===== src/rtl/turbosound_bus_ctrl.sv =====
`default_nettype none
// ============================================================================
// Module      : turbosound_bus_ctrl
// Description : Bus front end for a bank of YM2203-class sound chips.
//               Synchronises the AY-style BDIR/BC/DI bus and decodes select,
//               bank and register commands. Register writes are queued with
//               their target chip and replayed at a paced rate. Chip read
//               data is muxed back onto DO.
// Revision    : 1.0 - initial release
// ============================================================================
module turbosound_bus_ctrl #(
    parameter int NUM_CHIPS  = 2,
    parameter int FIFO_DEPTH = 4,
    parameter int WR_GAP     = 4,
    localparam int SELW      = (NUM_CHIPS > 2) ? $clog2(NUM_CHIPS) : 1
) (
    input  logic                   CLK,
    input  logic                   RESET,
    input  logic                   CE,
    input  logic                   BDIR,
    input  logic                   BC,
    input  logic [7:0]             DI,
    output logic [7:0]             DO,
    input  logic [8*NUM_CHIPS-1:0] CHIP_DO,
    output logic                   CHIP_WR,
    output logic                   CHIP_ADDR,
    output logic [7:0]             CHIP_DI,
    output logic [SELW-1:0]        CHIP_SEL,
    output logic [NUM_CHIPS-1:0]   CHIP_CS_N,
    output logic                   FM_ENA,
    output logic                   STAT_SEL,
    output logic                   BUSY,
    output logic                   OVF
);

    // ------------------------------------------------------------------------
    // Derived constants
    // ------------------------------------------------------------------------
    localparam int                c_PTRW     = (FIFO_DEPTH > 2) ? $clog2(FIFO_DEPTH) : 1;
    localparam int                c_GAPW     = $clog2(WR_GAP + 1);
    localparam logic [c_PTRW:0]   c_CNT_FULL = (c_PTRW + 1)'(FIFO_DEPTH);
    localparam logic [c_GAPW-1:0] c_GAP_LOAD = c_GAPW'(WR_GAP);

    // ------------------------------------------------------------------------
    // Bus synchroniser and access-event stage
    // ------------------------------------------------------------------------
    logic       r_bdir_m, r_bdir_s, r_bdir_d;
    logic       r_bc_m, r_bc_s;
    logic [7:0] r_di_m, r_di_s;
    logic       r_evt, r_evt_bc;
    logic [7:0] r_evt_di;
    logic       w_evt;

    // Two register stages on every bus input, plus one delayed BDIR_s for edges
    always_ff @(posedge CLK) begin
        if (RESET) begin
            r_bdir_m <= 1'b0;
            r_bdir_s <= 1'b0;
            r_bdir_d <= 1'b0;
            r_bc_m   <= 1'b0;
            r_bc_s   <= 1'b0;
            r_di_m   <= 8'h00;
            r_di_s   <= 8'h00;
        end else begin
            r_bdir_m <= BDIR;
            r_bdir_s <= r_bdir_m;
            r_bdir_d <= r_bdir_s;
            r_bc_m   <= BC;
            r_bc_s   <= r_bc_m;
            r_di_m   <= DI;
            r_di_s   <= r_di_m;
        end
    end

    // A held-high BDIR yields a single event; a low period re-arms it
    assign w_evt = r_bdir_s & ~r_bdir_d;

    // Capture the access with its BC/DI so decode happens one edge later
    always_ff @(posedge CLK) begin
        if (RESET) begin
            r_evt    <= 1'b0;
            r_evt_bc <= 1'b0;
            r_evt_di <= 8'h00;
        end else begin
            r_evt    <= w_evt;
            r_evt_bc <= r_bc_s;
            r_evt_di <= r_di_s;
        end
    end

    // ------------------------------------------------------------------------
    // Command decode and chip index
    // ------------------------------------------------------------------------
    logic            r_sel0;
    logic [2:0]      r_bank;
    logic            r_acc;
    logic            r_fm_ena;
    logic            r_stat_sel;
    logic            r_ovf;
    logic [3:0]      w_idx_full;
    logic [SELW-1:0] w_idx;
    logic            w_idx_ok;
    logic            w_is_sel, w_is_bank, w_is_latch, w_is_data;
    logic            w_latch_acc;
    logic            w_push_req;

    assign w_idx_full  = {r_bank, r_sel0};
    assign w_idx       = w_idx_full[SELW-1:0];
    // Indices past the populated chips are treated as "no chip"
    assign w_idx_ok    = (w_idx_full < 4'(NUM_CHIPS));

    assign w_is_sel    = r_evt &  r_evt_bc & (r_evt_di[7:3] == 5'b11111);
    assign w_is_bank   = r_evt &  r_evt_bc & (r_evt_di[7:3] == 5'b11110);
    assign w_is_latch  = r_evt &  r_evt_bc & (r_evt_di[7:4] != 4'hF);
    assign w_is_data   = r_evt & ~r_evt_bc & r_acc;
    // SSG registers (0x00-0x0F) are always reachable; FM registers need FM_ENA
    assign w_latch_acc = (r_evt_di[7:4] == 4'h0) | r_fm_ena;
    assign w_push_req  = w_idx_ok & ((w_is_latch & w_latch_acc) | w_is_data);

    // Select/bank/latch bookkeeping and the sticky overflow flag
    always_ff @(posedge CLK) begin
        if (RESET) begin
            r_sel0     <= 1'b0;
            r_bank     <= 3'd0;
            r_acc      <= 1'b0;
            r_fm_ena   <= 1'b0;
            r_stat_sel <= 1'b1;
            r_ovf      <= 1'b0;
        end else if (w_is_sel) begin
            r_sel0     <= ~r_evt_di[0];
            r_stat_sel <=  r_evt_di[1];
            r_fm_ena   <= ~r_evt_di[2];
            r_acc      <= 1'b0;
            r_ovf      <= 1'b0;
        end else begin
            if (w_is_bank) begin
                r_bank <= r_evt_di[2:0];
                r_acc  <= 1'b0;
            end else if (w_is_latch) begin
                r_acc  <= w_latch_acc & w_idx_ok;
            end else if (w_is_data && !w_idx_ok) begin
                r_acc  <= 1'b0;
            end
            if (w_push_req && (r_count == c_CNT_FULL)) begin
                r_ovf <= 1'b1;
            end
        end
    end

    // ------------------------------------------------------------------------
    // Write queue: {type, data, chip} per entry
    // ------------------------------------------------------------------------
    logic              r_mem_type [FIFO_DEPTH];
    logic [7:0]        r_mem_data [FIFO_DEPTH];
    logic [SELW-1:0]   r_mem_chip [FIFO_DEPTH];
    logic [c_PTRW-1:0] r_wr_ptr, r_rd_ptr;
    logic [c_PTRW:0]   r_count;
    logic [c_GAPW-1:0] r_gap;
    logic              w_full, w_empty, w_push, w_pop;

    assign w_full  = (r_count == c_CNT_FULL);
    assign w_empty = (r_count == '0);
    // A pop in the same cycle never makes room for a push against a full queue
    assign w_push  = w_push_req & ~w_full;
    assign w_pop   = ~w_empty & (r_gap == '0);

    // Queue storage; contents are don't-care while the pointers say empty
    always_ff @(posedge CLK) begin
        if (w_push) begin
            r_mem_type[r_wr_ptr] <= ~r_evt_bc;
            r_mem_data[r_wr_ptr] <= r_evt_di;
            r_mem_chip[r_wr_ptr] <= w_idx;
        end
    end

    // Queue pointers and occupancy; pointers wrap naturally at FIFO_DEPTH
    always_ff @(posedge CLK) begin
        if (RESET) begin
            r_wr_ptr <= '0;
            r_rd_ptr <= '0;
            r_count  <= '0;
        end else begin
            if (w_push) begin
                r_wr_ptr <= r_wr_ptr + c_PTRW'(1);
            end
            if (w_pop) begin
                r_rd_ptr <= r_rd_ptr + c_PTRW'(1);
            end
            case ({w_push, w_pop})
                2'b10:   r_count <= r_count + (c_PTRW + 1)'(1);
                2'b01:   r_count <= r_count - (c_PTRW + 1)'(1);
                default: r_count <= r_count;
            endcase
        end
    end

    // Pacing counter: loaded at each pop, then counts CE pulses down to zero
    always_ff @(posedge CLK) begin
        if (RESET) begin
            r_gap <= '0;
        end else if (w_pop) begin
            r_gap <= c_GAP_LOAD;
        end else if (CE && (r_gap != '0)) begin
            r_gap <= r_gap - c_GAPW'(1);
        end
    end

    // ------------------------------------------------------------------------
    // Chip write port
    // ------------------------------------------------------------------------
    logic            r_chip_wr;
    logic            r_wr_type;
    logic [7:0]      r_chip_di;
    logic [SELW-1:0] r_chip_sel;

    // Present the popped entry to the chips for exactly one CLK
    always_ff @(posedge CLK) begin
        if (RESET) begin
            r_chip_wr  <= 1'b0;
            r_wr_type  <= 1'b0;
            r_chip_di  <= 8'h00;
            r_chip_sel <= '0;
        end else begin
            r_chip_wr <= w_pop;
            if (w_pop) begin
                r_wr_type  <= r_mem_type[r_rd_ptr];
                r_chip_di  <= r_mem_data[r_rd_ptr];
                r_chip_sel <= r_mem_chip[r_rd_ptr];
            end
        end
    end

    assign CHIP_WR   = r_chip_wr;
    assign CHIP_ADDR = r_chip_wr ? r_wr_type : r_stat_sel;
    assign CHIP_DI   = r_chip_di;
    assign CHIP_SEL  = r_chip_sel;
    assign FM_ENA    = r_fm_ena;
    assign STAT_SEL  = r_stat_sel;
    assign OVF       = r_ovf;
    assign BUSY      = ~w_empty | (r_gap != '0);

    // Chip selects follow the write target during CHIP_WR, else the bus index
    always_comb begin
        CHIP_CS_N = '1;
        for (int i = 0; i < NUM_CHIPS; i++) begin
            if (r_chip_wr) begin
                CHIP_CS_N[i] = (r_chip_sel != SELW'(i));
            end else if (w_idx_ok) begin
                CHIP_CS_N[i] = (w_idx != SELW'(i));
            end
        end
    end

    // Read mux straight from the chips; an unpopulated index reads as 0xFF
    always_comb begin
        DO = 8'hFF;
        for (int i = 0; i < NUM_CHIPS; i++) begin
            if (w_idx_full == 4'(i)) begin
                DO = CHIP_DO[8*i +: 8];
            end
        end
    end

endmodule
`default_nettype wire


===== config.mk =====
export PLATFORM = sky130hd
export DESIGN_NAME = turbosound_bus_ctrl
export DESIGN_NICKNAME = d
export VERILOG_FILES = /design/src/rtl/turbosound_bus_ctrl.sv
export SDC_FILE = /design/constraint.sdc
export NUM_CORES = 1
export LEC_CHECK = 0
export BUFFER_PORTS_ARGS = -buffer_cell sky130_fd_sc_hd__buf_2
export CAP_MARGIN = 15
export CORE_MARGIN = 4
export CORE_UTILIZATION = 45
export DETAILED_ROUTE_END_ITERATION = 8
export PLACE_DENSITY_LB_ADDON = 0.2
export SYNTH_ARGS = -nofsm -noshare
export SYNTH_HDL_FRONTEND = slang
export SYNTH_SLANG_ARGS = --single-unit
export TNS_END_PERCENT = 30

===== constraint.sdc =====
create_clock -name CLK -period 4.2 [get_ports CLK]
set_input_delay 0.63 -clock CLK [delete_from_list [all_inputs] [get_ports CLK]]
set_output_delay 0.63 -clock CLK [all_outputs]
set_load 0.005 [all_outputs]

==> flow_metrics.env <==
export IMPL_final_cells=452
export IMPL_max_cap_violations=0
export IMPL_diodes=0
export IMPL_met2WireLength_um=2970
export IMPL_clock_fmax_mhz=325
export IMPL_number_of_global_route_vias_before_repair=2039
export IMPL_overflow=0
export IMPL_timing_max_slew_rel_slack=0.324
export IMPL_power_density_cell_area_nw_per_um2=418
export IMPL_floorplan_initialDensity=0.460
export IMPL_share_of_the_yosys_chip_area_belonging_to_registers=0.639
export IMPL_fill_cells=723
export IMPL_post_synth_inst_count=289
export IMPL_setup_tns_final_ns=0
export IMPL_die_width_um=99.4
export IMPL_reg2reg_depth=7
export IMPL_clkSinkCount=100
export IMPL_finalHoldViolCount=0
export IMPL_netlist_area_um2=3760
export IMPL_synth_edf_count=40
export IMPL_cts_made_buffers=9
export IMPL_die_area_um2=9880
export IMPL_antenna_found_initial=0
export IMPL_worst_hold_slack_ns=0.392
export IMPL_run_status="finished clean"
export IMPL_detailedRoute_firstIterationViolations=53
export IMPL_grt_pass1_wl_um=9970
export IMPL_crit_type="reg2reg"
export IMPL_ir_drop_v=0.000304
export IMPL_final_period_utilization=0.733
export IMPL_critical_path_max_fanout=15
export IMPL_antenna_left=0
export IMPL_cts_tree="done"
export IMPL_timing_worst_slew_pin_value_ns=1.01
export IMPL_worst_endpoint_arrival_ns=3.36
export IMPL_type_of_element_launching_the_critical_path="flip-flop"
export IMPL_power_sequential_fraction=0.582
export IMPL_num_rows=33
export IMPL_preCtsSetupSlack_ns=1.12
export IMPL_post_synth_cell_area_avg_um2=13.0
export IMPL_timing_final_max_slew_violations=0
export IMPL_post_cts_setup_buffer_count=0
export IMPL_met3_wire_length_um=232
export IMPL_power_share_switching=0.233
export IMPL_final_number_of_setup_violating_endpoints=0
export IMPL_postSynth_topFlopCell="dfxtp_1"
export IMPL_areaGrowthSynthToFinish_pct=14.7
export IMPL_fin_nets=379
export IMPL_unrepaired_setup_endpoints_after_global_routing="false"
export IMPL_finClkSkew_ns=0.00961
export IMPL_routed_via_density=4.76
export IMPL_gp_congestion=0.696
export IMPL_drc=0
export IMPL_placed_instance_count=436
export IMPL_layout_cells_most_common_list="dfxtp_1, buf_2, edfxtp_1"
export IMPL_cts_htree_levels=3
export IMPL_p_switching_mw=0.420
export IMPL_yosys_warnings=0
export IMPL_timing_hold_worst_class="reg2reg"
export IMPL_p_clk_frac=0.340
export IMPL_floorplan_die_height_um=99.4
export IMPL_p_int_mw=1.38
export IMPL_worst_skew_pair_late_latency_ns=0.35
export IMPL_cts_buffer_depth=2
export IMPL_cts_root_buf="clkbuf_8"
export IMPL_synth_async_reset_ratio=0
export IMPL_postSynthRegisterBits=100
export IMPL_final_critical_path_setup_slack_ns=1.12
export IMPL_share_comb_of_total_power=0.078
export IMPL_synth_fp_nets=326
export IMPL_port_buffers=53
export IMPL_worstHoldPathCells=1
export IMPL_p_leak_nw=1.59
export IMPL_worst_setup_path_end_kind="flip-flop"
export IMPL_routed_top_layer="met4"
export IMPL_ioPinCount=54
export IMPL_layout_cells_most_common="dfxtp_1"
export IMPL_timing_critical_path_required_ns=4.48
export IMPL_postCtsHoldBufs=0
export IMPL_vias=2153
export IMPL_dp_hpwl_um=4190
export IMPL_detail_route_wirelength_met1_um=2870
export IMPL_finalCoreUtilization=0.528
export IMPL_post_synth_num_cell_types=39
export IMPL_grt_start_max_net_pins=62
export IMPL_grt_util_all_layers=0.130
export IMPL_finalCriticalPeriod_ns=3.08
export IMPL_detail_route_wirelength_um=6140
export IMPL_first_pass_iters=4
export IMPL_detail_route_wl_per_cell_um=13.6
export IMPL_cts_reportedPaths_clkPinSlew_ns=0.10
export IMPL_core_region_area_um2=8180
export IMPL_post_cts_resized_instances=0
export IMPL_post_route_cells_drive_above_1_share=0.259
cells in the mapped netlist, drive strengths merged (2+ instances only):
cell    count  area share
ha          7       0.023
dfxtp      60        0.32
nor3        6       0.012
mux2        2      0.0070
a211oi      2      0.0040
or3         2      0.0037
and2        4      0.0067
mux4       10       0.060
o21ai       2      0.0027
nand2      33       0.033
nor2b      33       0.055
nand3       2      0.0027
a21oi      15       0.020
xnor2       3      0.0070
nor2       17       0.017
mux2i      13       0.035
edfxtp     40        0.32
inv        10       0.010
nand2b      2      0.0033
clkbuf     10       0.013
xor2        2      0.0047
power groups by stage:
stage / registers, mW / logic, mW / clock network [mW]
final: 1.05 / 0.141 / 0.613
after detailed placement: 1.07 / 0.144 / 0
after global routing: 1.06 / 0.161 / 0.673
after CTS: 1.05 / 0.144 / 0.635
after floorplan: 1.07 / 0.102 / 0
after global placement: 1.07 / 0.143 / 0
final cells by class:
class                      count  area [µm²]  share of cell area
multi-input combinational    168        1270               0.294
sequential                   100        2400               0.557
timing repair buffer          53         265              0.0615
clock inverter                 5        46.3              0.0107
clock buffer                  11         163              0.0377
inverter                      10        37.5             0.00870
tap                          105         131              0.0305
path summary, 6_finish.rpt:
check	startpoint	endpoint	slack, ns
worst max register to register	r_count[2]	r_count[2]	1.12
worst min register to register	r_bdir_d	r_evt	0.39
worst min-delay path	r_bdir_d	r_evt	0.39
worst max-delay path	r_count[2]	r_count[2]	1.12
flip-flops by register name, summed over array words and instances (netlist names), 2 cells and up:
signal and count:
CHIP_DI 8, r_bank 3, r_count 3, r_di_m 8, r_di_s 8, r_evt_di 8, r_gap 3, r_mem_chip 4
r_mem_data 32, r_mem_type 4, r_rd_ptr 2, r_wr_ptr 2
per-stage QoR:
| stage | power [mW] | instance area, µm² |
|---|---|---|
| global route | 1.89 | 4310 |
| floorplan | 1.17 | 3760 |
| global placement | 1.21 | 4110 |
| detailed placement | 1.22 | 4110 |
| finish | 1.80 | 4310 |
| CTS | 1.83 | 4310 |
kinds of logic (layout without fill, tap and decap cells):
family | after synthesis | after routing | synth area share
mux | 25 | 25 | 0.101
simple gates | 103 | 103 | 0.144
compound gates | 27 | 27 | 0.0519
flops | 100 | 100 | 0.639
xor+xnor | 5 | 5 | 0.0116
buf+inv | 21 | 79 | 0.0240
fa+ha+maj | 8 | 8 | 0.0286
critical path: stages (launching register included):
cell and delay (ns):
dfxtp_1 0.39, o31ai_2 0.79, inv_1 0.46, ha_1 0.36, fa_1 0.39, xnor2_1 0.16
or3_1 0.32, a21oi_1 0.14
metal layers:
layer  vias up  track usage
met1      1004        0.172
met2        36        0.209
met4         0       0.0378
met3         8       0.0393
li1       1105            -
met5         -            0
(Power assumes the default switching activity.)
